==> src/rtl/spi_output_controller.sv <==
// SPI slave transmitter (mode 0, LSB-first) that returns one classification result to the
// external SPI master. A result (digit + 16-bit cost) is latched on result_valid. It is then
// shifted out on MISO while the master clocks SCK with SS low. SCK and SS are asynchronous and
// are synchronised into the clk domain before edge detection.
//
// Optional feature: define SPI_OUT_CHECKSUM_EN to append byte3 = byte0 ^ byte1 ^ byte2.
// The frame is then 4 bytes long instead of 3.
//
// Ports:
//   clk          system clock
//   rst          asynchronous, active-high reset
//   SCK, SS      SPI clock and active-low slave select from the master (async)
//   result_valid one-cycle pulse qualifying result_digit / result_cost
//   result_digit predicted digit (sent unchanged, no range check)
//   result_cost  16-bit unsigned cost
//   MISO         serial data to master
//   MISO_oe      tri-state enable, high while synchronised SS is low
//   tx_busy      a result is loaded and not yet fully transmitted
//   tx_done      one-cycle pulse after the final bit has been sampled
//   overflow     sticky: result_valid arrived while tx_busy
module spi_output_controller #(
  parameter logic [7:0]  IDLE_BYTE   = 8'hFF,
  parameter int unsigned SYNC_STAGES = 2    // 2 or 3
) (
  input  logic        clk,
  input  logic        rst,
  input  logic        SCK,
  input  logic        SS,
  input  logic        result_valid,
  input  logic [3:0]  result_digit,
  input  logic [15:0] result_cost,
  output logic        MISO,
  output logic        MISO_oe,
  output logic        tx_busy,
  output logic        tx_done,
  output logic        overflow
);

`ifdef SPI_OUT_CHECKSUM_EN
  localparam int unsigned FRAME_BYTES = 4;
`else
  localparam int unsigned FRAME_BYTES = 3;
`endif
  localparam int unsigned FRAME_W   = FRAME_BYTES * 8;
  localparam logic [1:0]  LAST_BYTE = 2'(FRAME_BYTES - 1);

  localparam logic [1:0] ST_IDLE   = 2'd0;
  localparam logic [1:0] ST_LOADED = 2'd1;
  localparam logic [1:0] ST_SHIFT  = 2'd2;
  localparam logic [1:0] ST_DONE   = 2'd3;

  // Synchronisers plus one extra flop each for edge detection. SS resets high so that
  // no false ss_fall appears when reset is released.
  logic [SYNC_STAGES-1:0] sck_sync_q, ss_sync_q;
  logic                   sck_d1_q, ss_d1_q;

  always_ff @(posedge clk or posedge rst) begin
    if (rst) begin
      sck_sync_q <= '0;
      ss_sync_q  <= '1;
      sck_d1_q   <= 1'b0;
      ss_d1_q    <= 1'b1;
    end else begin
      sck_sync_q <= {sck_sync_q[SYNC_STAGES-2:0], SCK};
      ss_sync_q  <= {ss_sync_q[SYNC_STAGES-2:0], SS};
      sck_d1_q   <= sck_sync_q[SYNC_STAGES-1];
      ss_d1_q    <= ss_sync_q[SYNC_STAGES-1];
    end
  end

  logic sck_s, ss_s, sck_rise, sck_fall, ss_fall, ss_rise;
  assign sck_s    = sck_sync_q[SYNC_STAGES-1];
  assign ss_s     = ss_sync_q[SYNC_STAGES-1];
  // SCK activity only counts while the slave is selected.
  assign sck_rise = sck_s & ~sck_d1_q & ~ss_s;
  assign sck_fall = ~sck_s & sck_d1_q & ~ss_s;
  assign ss_fall  = ~ss_s & ss_d1_q;
  assign ss_rise  = ss_s & ~ss_d1_q;

  // Frame assembled from the live inputs; only captured on an accepted load.
  logic [7:0]         byte0;
  logic [FRAME_W-1:0] new_frame;
  assign byte0 = {4'h0, result_digit};
`ifdef SPI_OUT_CHECKSUM_EN
  assign new_frame = {byte0 ^ result_cost[7:0] ^ result_cost[15:8], result_cost, byte0};
`else
  assign new_frame = {result_cost, byte0};
`endif

  logic [1:0]         state_q, state_d;
  logic [FRAME_W-1:0] frame_q, frame_d;
  logic [2:0]         bit_q, bit_d;
  logic [1:0]         byte_q, byte_d;
  logic               miso_q, miso_d;
  logic               ovf_q, ovf_d;

  always_comb begin
    state_d = state_q;
    frame_d = frame_q;
    bit_d   = bit_q;
    byte_d  = byte_q;
    miso_d  = miso_q;
    ovf_d   = ovf_q | (result_valid & (state_q != ST_IDLE));
    unique case (state_q)
      ST_IDLE: begin
        if (result_valid) begin
          // Load wins over a coincident ss_fall; SHIFT waits for the next SS assertion.
          frame_d = new_frame;
          state_d = ST_LOADED;
          bit_d   = 3'd0;
          byte_d  = 2'd0;
        end else if (ss_fall) begin
          bit_d  = 3'd0;
          miso_d = IDLE_BYTE[0];
        end else if (sck_rise) begin
          bit_d = bit_q + 3'd1;
        end else if (sck_fall) begin
          miso_d = IDLE_BYTE[bit_q];
        end
      end
      ST_LOADED: begin
        if (ss_fall) begin
          state_d = ST_SHIFT;
          bit_d   = 3'd0;
          byte_d  = 2'd0;
          miso_d  = frame_q[0];
        end
      end
      ST_SHIFT: begin
        if (ss_rise) begin
          // Abort: keep the frame, restart from byte0 bit0 on the next assertion.
          state_d = ST_LOADED;
          bit_d   = 3'd0;
          byte_d  = 2'd0;
        end else if (sck_rise) begin
          bit_d = bit_q + 3'd1;
          if (bit_q == 3'd7) begin
            byte_d = byte_q + 2'd1;
            if (byte_q == LAST_BYTE) state_d = ST_DONE;
          end
        end else if (sck_fall) begin
          miso_d = frame_q[{byte_q, bit_q}];
        end
      end
      ST_DONE: begin
        state_d = ST_IDLE;
        bit_d   = 3'd0;
        byte_d  = 2'd0;
      end
      default: state_d = ST_IDLE;
    endcase
  end

  always_ff @(posedge clk or posedge rst) begin
    if (rst) begin
      state_q <= ST_IDLE;
      frame_q <= '0;
      bit_q   <= 3'd0;
      byte_q  <= 2'd0;
      miso_q  <= 1'b1;
      ovf_q   <= 1'b0;
    end else begin
      state_q <= state_d;
      frame_q <= frame_d;
      bit_q   <= bit_d;
      byte_q  <= byte_d;
      miso_q  <= miso_d;
      ovf_q   <= ovf_d;
    end
  end

  assign MISO     = miso_q;
  assign MISO_oe  = ~ss_s;
  assign tx_busy  = (state_q != ST_IDLE);
  assign tx_done  = (state_q == ST_DONE);
  assign overflow = ovf_q;

endmodule

==> config.mk <==
export PLATFORM = sky130hd
export DESIGN_NAME = spi_output_controller
export DESIGN_NICKNAME = d
export VERILOG_FILES = /design/src/rtl/spi_output_controller.sv
export SDC_FILE = /design/constraint.sdc
export NUM_CORES = 1
export LEC_CHECK = 0
export CORE_MARGIN = 2
export CORE_UTILIZATION = 42
export CTS_CLUSTER_SIZE = 12
export DETAILED_ROUTE_END_ITERATION = 16
export GPL_ROUTABILITY_DRIVEN = 0
export GPL_TIMING_DRIVEN = 0
export PLACE_DENSITY = 0.78
export SLEW_MARGIN = 20
export SYNTH_ARGS = -nofsm -noshare
export SYNTH_HDL_FRONTEND = slang
export SYNTH_SLANG_ARGS = --single-unit
==> constraint.sdc <==
create_clock -name clk -period 1.7 [get_ports clk]
set_input_delay 0.34 -clock clk [delete_from_list [all_inputs] [get_ports clk]]
set_output_delay 0.34 -clock clk [all_outputs]
set_load 0.03 [all_outputs]
==> qor.json, run 1 <==
{
  "result_of_the_run": "finished with violations",
  "violations_in_the_final_reports": "negative setup slack",
  "core_area_um2": 3943,
  "worst_hold_startpoint": "sck_sync_q[0]",
  "syn_area_per_cell_um2": 12.87,
  "full_die_area_um2": 4535,
  "cp_max_fo": 3,
  "grt-ovfl-total": 0,
  "finalCritPeriodShare_pct": 103.5,
  "cp_num_buf_inv": 1,
  "max_slew.worst_pin.slew_ns": 0.7191,
  "crit_chain": "buf_6 > mux4_2 > mux2_4 > and3_4 > o31ai_4 > a21oi_1",
  "regToRegStartpoint": "bit_q[0]",
  "maxSlewViolCount": 0,
  "post-route-worst-setup-slack_ns": -0.05951,
  "timing.hold.worst_endpoint": "sck_sync_q[1]",
  "syn_area_um2": 1685,
  "synthToLayoutAreaGrowth_pct": 35.78,
  "crit_family": "multiplexers",
  "worstReg2RegEnd": "MISO",
  "layout_utilization_pct": 58.05,
  "post-synth-top-area-cell": "dfrtp_1",
  "synth_common_cells": "dfrtp_1, mux2_2, ha_1",
  "final_antenna_net_count": 0,
  "finalCriticalPeriod_ns": 1.760,
  "mappedNetlistNets": 164,
  "rsz_0062_raised_after_global_routing": "true",
  "report.final.hold_viol_count": 0,
  "nets": 207,
  "clock-root-buffer": "clkbuf_8",
  "cpPeakStageDelay_ns": 0.48,
  "critPathSlowestCell": "mux4_2",
  "worst_ep_required_time_ns": 1.91,
  "number_of_hold_buffers_added_after_cts": 0,
  "die-height_um": 67.35,
  "grtUsageTotal_pct": 17.78,
  "clock_latency_ns": 0.29,
  "yosys.cell_count.top_type": "dfrtp_1",
  "max-cap-violations": 0,
  "max_slew_margin_pct": 51.99,
  "htreeDepth": 2,
  "cts_inserted_buffers": 5,
  "timing.setup.critical_path_class": "reg -> reg",
  "totalWireLength_mm": 3.523,
  "layout-drive-gt1-share_pct": 38.29,
  "cts_num_sinks": 35,
  "route.detailed.drc": 0,
  "synth.yosys.seq_area_share_pct": 52.26,
  "grt_pass1_wl_mm": 5.844,
  "cts.reportedPaths.clkPinSlew_ns": 0.07,
  "initialDrtViolationCount": 52,
  "ant_diodes": 0,
  "fin_worst_skew_ns": 0.005756,
  "yosys_top_cell_area_share_pct": 46.03,
  "hold-path-cell-count": 0,
  "number_of_cells_produced_by_synthesis": 131,
  "timing.final.setup_violations": 1,
  "async_flop_share_pct": 100.0,
  "synth_enable_flop_cells": 0,
  "startpoint_type": "flip-flop",
  "vias": 1196,
  "number_of_cells_traversed_by_the_worst_register_to_register_path": 6,
  "post_synth_main_area_contributors": "dfrtp_1, mux2_2, dfstp_2, ha_1, mux4_1",
  "drt_pre_antenna_iters": 4,
  "layout.cells.non_filler": 225,
  "place_inst": 210,
  "routed_via_density": 5.316,
  "cts.path.max_buffers": 2,
  "antenna_violations_before_repair": 0,
  "tns_ns": -0.05951,
  "critical_path.startpoint": "bit_q[0]",
  "synth_cell_types": 34,
  "ys_seq_elements": 35,
  "yosys_most_used_dff": "dfrtp_1",
  "grt_max_degree": 36,
  "placementRows": 23,
  "reg2reg_setup_slack_ns": -0.06,
  "cp.arrival_ns": 1.97,
  "max_freq_mhz": 568.3,
  "drt-wirelength-per-cell_um": 15.66,
  "die-width_um": 67.35,
  "tritoncts": "yes",
  "ys.warnings.count": 0,
  "power.density_cell_area_nw_per_um2": 1508,
  "power.static_leakage_uw": 0.0009645,
  "min-delay-path-class": "reg -> reg",
  "io_pins": 30,
  "initial_utilization_pct": 42.75,
  "irDropWorstVdd_uv": 922.9,
  "place.port_buffers": 29,
  "first_global_vias": 1238,
  "timing.critical_path.to_type": "flip-flop",
  "detailedPlacementHpwl_mm": 2.321
}
area by class of cell:
type                    instances  area, µm²
clock buffers                   8      100.1
inverters                       7      28.78
multi-input cells              86      854.6
well taps                      50      62.56
plain buffers                   3      21.27
fillers                       300       1654
flip-flops and latches         35      883.3
repair buffers                 36      337.8
how the worst max path moves through the flow:
stage / endpoint / slack, ns / depth (start not counted)
final: MISO / -0.06 / 6
after global routing: MISO / -0.13 / 6
after CTS: MISO / -0.06 / 6
after detailed placement: MISO / -0.24 / 6
after global placement: MISO / -0.24 / 6
after floorplan: MISO / -0.07 / 6
stage by stage:
step	hold WS [ns]	total power, µW	setup WS (ns)	cell area [µm²]
global route	0.3602	3678	-0.1262	2288
finish	0.3482	3452	-0.05951	2288
detailed placement	0.3379	2552	-0.2375	2031
floorplan	0.3312	2213	-0.07284	1678
CTS	0.3508	3348	-0.05655	2222
global placement	0.3355	2472	-0.2378	2031
state kept, by name, summed over array words and instances, names as in the netlist:
name	count
byte_q	2
ss_d1_q	1
overflow	1
sck_d1_q	1
ss_sync_q	2
sck_sync_q	2
MISO	1
frame_q	20
state_q	2
bit_q	3
what timing repair did:
item | 4_1_cts | 5_1_grt
gates cloned | 0 | 0
pin swaps | 3 | 3
endpoints found under the setup margin | 29 | 26
endpoints found under the hold margin | 0 | 0
resized for setup | 23 | 20
buffers inserted | 5 | 2
placed cells by master (no fill, tap or decap), types with 3 or more instances in the layout:
master           synthesis  final
dfrtp_1                 31     29
clkdlybuf4s50_1          0     25
mux2_2                  21     20
nand2_1                  7      7
clkbuf_8                 0      7
buf_4                    0      6
nor2_1                   5      5
dfstp_2                  4      4
o21ai_0                  5      4
inv_1                    7      4
mux2i_1                  4      4
ha_4                     0      4
a21oi_1                  4      3
mux4_2                   0      3
ha_1                     8      3
routing by layer:
layer  vias to the layer above  global-route usage, %  part of all wire (%)
met2                        37                  29.70                    51
met4                         0                  6.888                   2.4
met3                        10                  5.000                   4.5
met5                         -                      0                     0
met1                       593                  21.81                    42
li1                        556                      -                     -
power breakdown:
part           leakage (µW)  switching (µW)  internal [µW]
Combinational      0.000500             656            805
Sequential         0.000413             183           1140
Clock             0.0000515             295            370
cells by family (layout without fill, tap and decap cells):
| kind of cell | Yosys count | count (layout) | synth area share (%) |
|---|---|---|---|
| AO/OA/AOI/OAI | 20 | 20 | 7.944 |
| XOR/XNOR | 1 | 1 | 0.5198 |
| adder cells (fa/ha/maj) | 8 | 8 | 5.939 |
| buffers and inverters | 10 | 54 | 2.673 |
| flip-flops | 35 | 35 | 52.26 |
| multiplexers | 28 | 28 | 21.08 |
| AND/OR/NAND/NOR | 29 | 29 | 9.578 |
Note: power is estimated with default switching activity, not from simulation.
==> run 2: changes to the inputs <==
--- a/config.mk
+++ b/config.mk
@@ -7,6 +7,7 @@
 export LEC_CHECK = 0
 export CORE_MARGIN = 2
 export CORE_UTILIZATION = 42
+export CTS_BUF_LIST = sky130_fd_sc_hd__clkbuf_8 sky130_fd_sc_hd__clkbuf_16
 export CTS_CLUSTER_SIZE = 12
 export DETAILED_ROUTE_END_ITERATION = 16
 export GPL_ROUTABILITY_DRIVEN = 0
==> qor.json, run 2 (synthesized netlist as in run 1, its figures left out) <==
{
  "result_of_the_run": "finished with violations",
  "violations_in_the_final_reports": "negative setup slack",
  "max-cap-violations": 0,
  "cts_num_sinks": 35,
  "synthToLayoutAreaGrowth_pct": 35.78,
  "vias": 1182,
  "die-height_um": 67.35,
  "post-route-worst-setup-slack_ns": -0.05893,
  "irDropWorstVdd_uv": 923.3,
  "timing.setup.critical_path_class": "reg -> reg",
  "max_slew.worst_pin.slew_ns": 0.7184,
  "top_registers": "frame_q: 20 flops, bit_q: 3 flops",
  "n_fill_cell": 300,
  "detailedPlacementHpwl_mm": 2.321,
  "drt_pre_antenna_iters": 4,
  "full_die_area_um2": 4535,
  "final_antenna_net_count": 0,
  "initialDrtViolationCount": 52,
  "rsz_0062_raised_after_global_routing": "true",
  "mostFrequentLayoutCell": "dfrtp_1",
  "layout_utilization_pct": 58.05,
  "routed_via_density": 5.253,
  "report.final.hold_viol_count": 0,
  "clock_latency_ns": 0.29,
  "finalCriticalPeriod_ns": 1.759,
  "number_of_hold_buffers_added_after_cts": 0,
  "worst_ep_required_time_ns": 1.91,
  "initial_utilization_pct": 42.75,
  "antenna_violations_before_repair": 0,
  "dpl-instance-area_um2": 2031,
  "min-delay-path-class": "reg -> reg",
  "fin_worst_skew_ns": 0.006599,
  "grt_pass1_wl_mm": 5.844,
  "clock-root-buffer": "clkbuf_8",
  "power.density_cell_area_nw_per_um2": 1506,
  "finalCritPeriodShare_pct": 103.5,
  "drt-wirelength-per-cell_um": 15.65,
  "max_freq_mhz": 568.5,
  "finalHoldWorstSlack_ns": 0.3483,
  "layout_common_cells": "dfrtp_1, clkdlybuf4s50_1, mux2_2, nand2_1, clkbuf_8",
  "grt-ovfl-total": 0,
  "cts.reportedPaths.clkPinSlew_ns": 0.07,
  "tritoncts": "yes",
  "layout-drive-gt1-share_pct": 38.29,
  "ant_diodes": 0,
  "cp_max_fo": 3,
  "startpoint_type": "flip-flop",
  "first_global_vias": 1238,
  "timing.final.setup_violations": 1,
  "power.static_leakage_uw": 0.0009686,
  "grtUsageTotal_pct": 17.78,
  "dp_slack_ns": -0.2375,
  "place.port_buffers": 29,
  "maxSlewViolCount": 0,
  "placementRows": 23,
  "max_flop_register": "frame_q",
  "cts.path.max_buffers": 2,
  "timing.critical_path.to_type": "flip-flop",
  "htreeDepth": 2,
  "layout.cells.non_filler": 225,
  "cts_inserted_buffers": 5,
  "nets": 207,
  "cp.arrival_ns": 1.97,
  "grt_max_degree": 36,
  "max_slew_margin_pct": 52.03,
  "io_pins": 30,
  "core_area_um2": 3943,
  "route.detailed.drc": 0,
  "die-width_um": 67.35,
  "place_inst": 210,
  "totalWireLength_mm": 3.521,
  "flip_flop_count_of_the_largest_register_all_copies_and_words_added": 20,
  "stdcell_area_um2": 2288
}
## run 2: routing by layer
metal,vias up,GRT usage [%],part of all wire [%]
met1,589,21.81,42
met4,0,6.888,1.6
met2,30,29.70,52
met5,-,0,0
met3,6,5.000,4.3
li1,557,-,-
## run 2: timing repair
item,CTS,global route
buffers inserted,5,2
pin swaps,3,3
gates resized for setup,23,20
setup endpoints to repair,29,26
## run 2: final cells by class
type	count	area [µm²]	share of cell area, %
tap	50	62.56	2.734
clock inverter	1	3.754	0.1640
clock buffer	7	96.34	4.210
timing repair buffer	36	337.8	14.76
multi-input combinational	86	854.6	37.34
inverter	7	28.78	1.258
buffer	3	21.27	0.9295
sequential	35	883.3	38.60
## run 2: report_power, final
group,total (µW),internal [µW],switching (µW)
combinational,1460,805,656
clock,660,364,296
sequential,1330,1140,183
total,3450,2310,1130
## run 2: through the flow
stage	total power [µW]	setup TNS (ns)
after floorplan	2213	-0.07284
after global placement	2472	-7.243
after detailed placement	2552	-4.780
after CTS	3341	-0.1260
after global routing	3672	-0.1474
final	3447	-0.05893
## run 2: final timing paths
path	startpoint	endpoint	slack, ns	depth (start not counted)
min in group asynchronous	rst	state_q[0]	0.49	2
setup / recovery	bit_q[0]	MISO	-0.06	6
hold reg to reg	sck_sync_q[0]	sck_sync_q[1]	0.35	0
max in group asynchronous	rst	bit_q[1]	0.71	2
hold / removal	sck_sync_q[0]	sck_sync_q[1]	0.35	0
setup reg to reg	bit_q[0]	MISO	-0.06	6
## run 2: critical path, stage by stage, from the launching register on
cell	delay, ns
dfrtp_1	0.36
buf_6	0.12
mux4_2	0.48
mux2_4	0.28
and3_4	0.19
o31ai_4	0.16
a21oi_1	0.09
==> run 3: changes to the inputs <==
--- a/config.mk
+++ b/config.mk
@@ -5,6 +5,7 @@
 export SDC_FILE = /design/constraint.sdc
 export NUM_CORES = 1
 export LEC_CHECK = 0
+export ABC_AREA = 1
 export CORE_MARGIN = 2
 export CORE_UTILIZATION = 42
 export CTS_BUF_LIST = sky130_fd_sc_hd__clkbuf_8 sky130_fd_sc_hd__clkbuf_16
@@ -12,7 +13,7 @@
 export DETAILED_ROUTE_END_ITERATION = 16
 export GPL_ROUTABILITY_DRIVEN = 0
 export GPL_TIMING_DRIVEN = 0
-export PLACE_DENSITY = 0.78
+export PLACE_DENSITY = 0.77
 export SLEW_MARGIN = 20
 export SYNTH_ARGS = -nofsm -noshare
 export SYNTH_HDL_FRONTEND = slang
==> qor.json, run 3 <==
{
  "result_of_the_run": "completed",
  "power.static_leakage_uw": 0.001086,
  "tritoncts": "yes",
  "layout-drive-gt1-share_pct": 13.88,
  "initialDrtViolationCount": 47,
  "cts.path.max_buffers": 2,
  "routed_via_density": 4.736,
  "number_of_hold_buffers_added_after_cts": 0,
  "mappedNetlistNets": 241,
  "max_flop_register": "frame_q",
  "ys.warnings.count": 0,
  "timing.final.setup_violations": 0,
  "ant_diodes": 0,
  "worst_ep_required_time_ns": 1.36,
  "max_slew.worst_pin.slew_ns": 0.7103,
  "cp.arrival_ns": 1.30,
  "final_antenna_net_count": 0,
  "drt-wirelength-per-cell_um": 11.40,
  "syn_area_um2": 1732,
  "finalCriticalPeriod_ns": 1.636,
  "p_int_uw": 1937,
  "reg2reg_setup_slack_ns": 0.12,
  "full_die_area_um2": 4653,
  "yosys.cell_count.top_type": "nand2_1",
  "finalCritPeriodShare_pct": 96.22,
  "post_synth_main_area_contributors": "dfrtp_1, nand2_1, dfstp_2, ha_1, inv_1",
  "io_pins": 30,
  "max_freq_mhz": 611.4,
  "power.density_cell_area_nw_per_um2": 1459,
  "share_comb_of_total_power_pct": 41.1,
  "total_power_uw": 3191,
  "htreeDepth": 2,
  "timing.hold.worst_endpoint": "sck_sync_q[1]",
  "min-delay-path-class": "reg -> reg",
  "placementRows": 23,
  "clock_power_share_pct": 17.4,
  "synth.yosys.seq_area_share_pct": 50.87,
  "cp_max_fo": 5,
  "hold-path-cell-count": 0,
  "maxSlewViolCount": 0,
  "report.final.hold_viol_count": 0,
  "worstReg2RegEnd": "MISO",
  "async_flop_share_pct": 100.0,
  "synth_enable_flop_cells": 0,
  "initial_utilization_pct": 43.60,
  "grt_pass1_wl_mm": 5.802,
  "nets": 277,
  "synth_cell_types": 31,
  "post-synth-top-area-cell": "dfrtp_1",
  "place.port_buffers": 29,
  "fin_worst_skew_ns": 0.006535,
  "dp_slack_ns": -0.2321,
  "critical_path.startpoint": "state_q[1]",
  "first_global_vias": 1339,
  "yosys_top_cell_area_share_pct": 44.80,
  "top_registers": "frame_q: 20 flops, bit_q: 3 flops",
  "yosys_most_used_dff": "dfrtp_1",
  "grt_max_degree": 36,
  "ys_seq_elements": 35,
  "layout_common_cells": "nand2_1, dfrtp_1, clkdlybuf4s50_1, inv_1, nor2_1",
  "grtUsageTotal_pct": 17.12,
  "max_slew_margin_pct": 52.58,
  "synthToLayoutAreaGrowth_pct": 26.30,
  "p_seq_share_pct": 41.5,
  "cts_num_sinks": 35,
  "totalWireLength_mm": 3.364,
  "cts.reportedPaths.clkPinSlew_ns": 0.07,
  "flip_flop_count_of_the_largest_register_all_copies_and_words_added": 20,
  "die-height_um": 68.21,
  "number_of_cells_traversed_by_the_worst_register_to_register_path": 7,
  "timing.critical_path.to_type": "primary output",
  "drt_pre_antenna_iters": 4,
  "worst_hold_startpoint": "sck_sync_q[0]",
  "mostFrequentLayoutCell": "nand2_1",
  "detailedPlacementHpwl_mm": 2.434,
  "die-width_um": 68.21,
  "core_area_um2": 3971,
  "post-route-worst-setup-slack_ns": 0.06433,
  "rsz_0062_raised_after_global_routing": "false",
  "regToRegStartpoint": "state_q[1]",
  "max-cap-violations": 0,
  "synth_common_cells": "nand2_1, dfrtp_1, inv_1",
  "clock_latency_ns": 0.28,
  "irDropWorstVdd_uv": 679.1,
  "startpoint_type": "flip-flop",
  "route.detailed.drc": 0,
  "clock-root-buffer": "clkbuf_8",
  "switching_power_uw": 1254,
  "timing.setup.critical_path_class": "reg -> out",
  "number_of_cells_produced_by_synthesis": 208,
  "cts_inserted_buffers": 5,
  "grt-ovfl-total": 0,
  "vias": 1397,
  "switching_share_pct": 39.30,
  "syn_area_per_cell_um2": 8.325,
  "antenna_violations_before_repair": 0
}
run 3: changes by cell type in the layout (fill, tap and decap cells not counted), sizes merged, moves of 3 or more:
cell    previous run  this run
clkbuf             9         6
nand2              7        89
nand2b             3         0
nand3              1         9
o21ai              5        11
buf               10         5
inv                8        21
mux2i              4         0
mux4               3         0
nor2               5        11
mux2              21         0
o211ai             0         4
run 3: how the worst max path moves through the flow:
stage | cells after the start | endpoint | slack, ns
6_report | 4 | tx_busy | 0.06
5_1_grt | 4 | tx_busy | 0.0001
4_1_cts | 4 | tx_busy | 0.02
3_5_place_dp | 4 | tx_busy | -0.23
3_3_place_gp | 4 | tx_busy | -0.19
2_1_floorplan | 10 | state_q[0] | 0.1
run 3: what timing repair did:
action	4_1_cts	5_1_grt
resized for setup	12	10
endpoints found under the setup margin	7	25
hold endpoints to repair	0	0
setup buffers	0	0
run 3: critical path, cell delays in order, from the launching register on:
cell	delay [ns]
dfrtp_2	0.44
inv_1	0.11
ha_2	0.23
inv_2	0.06
buf_4	0.16
run 3: kinds of logic after synthesis:
| kind of cell | share of synthesized area (%) |
|---|---|
| AOI/OAI and AO/OA | 9.755 |
| and+or+nand+nor | 27.46 |
| DFF | 50.87 |
| buffers and inverters | 6.140 |
| adders and majority gates | 5.781 |
run 3: routing by layer:
layer / wire, µm / vias up / track usage (%)
met2: 1555 / 23 / 28.28
met1: 1623 / 644 / 21.37
met3: 148 / 5 / 5.428
met5: 0 / - / 0
li1: - / 725 / -
met4: 36 / 0 / 5.250
run 3: layout make-up:
cell class,count,area [µm²]
Clock buffer,5,68.82
Fill cell,398,1784
Sequential cell,35,883.3
Tap cell,50,62.56
Timing Repair Buffer,29,284.0
Clock inverter,3,12.51
Inverter,20,76.32
Buffer,5,38.79
Multi-Input combinational cell,148,760.7
run 3: metrics by stage:
stage          cells  setup TNS [ns]  hold WS (ns)  area, µm²  util [%]
2_1_floorplan    208               0        0.3312       1732         -
3_3_place_gp     287          -5.578        0.3358       2085     52.49
3_5_place_dp     287         -0.4183        0.3371       2085     52.49
4_1_cts          295               0        0.3536       2162     54.44
5_1_grt          295               0        0.3611       2187     55.07
6_report         295               0        0.3502       2187     55.07
run 3: power groups by stage:
stage / combinational [µW] / clock, µW / sequential (µW)
after CTS: 1280 / 577 / 1320
after global placement: 1250 / 0 / 1320
after global routing: 1500 / 623 / 1360
after floorplan: 955 / 0 / 1300
after detailed placement: 1290 / 0 / 1330
final: 1310 / 556 / 1320
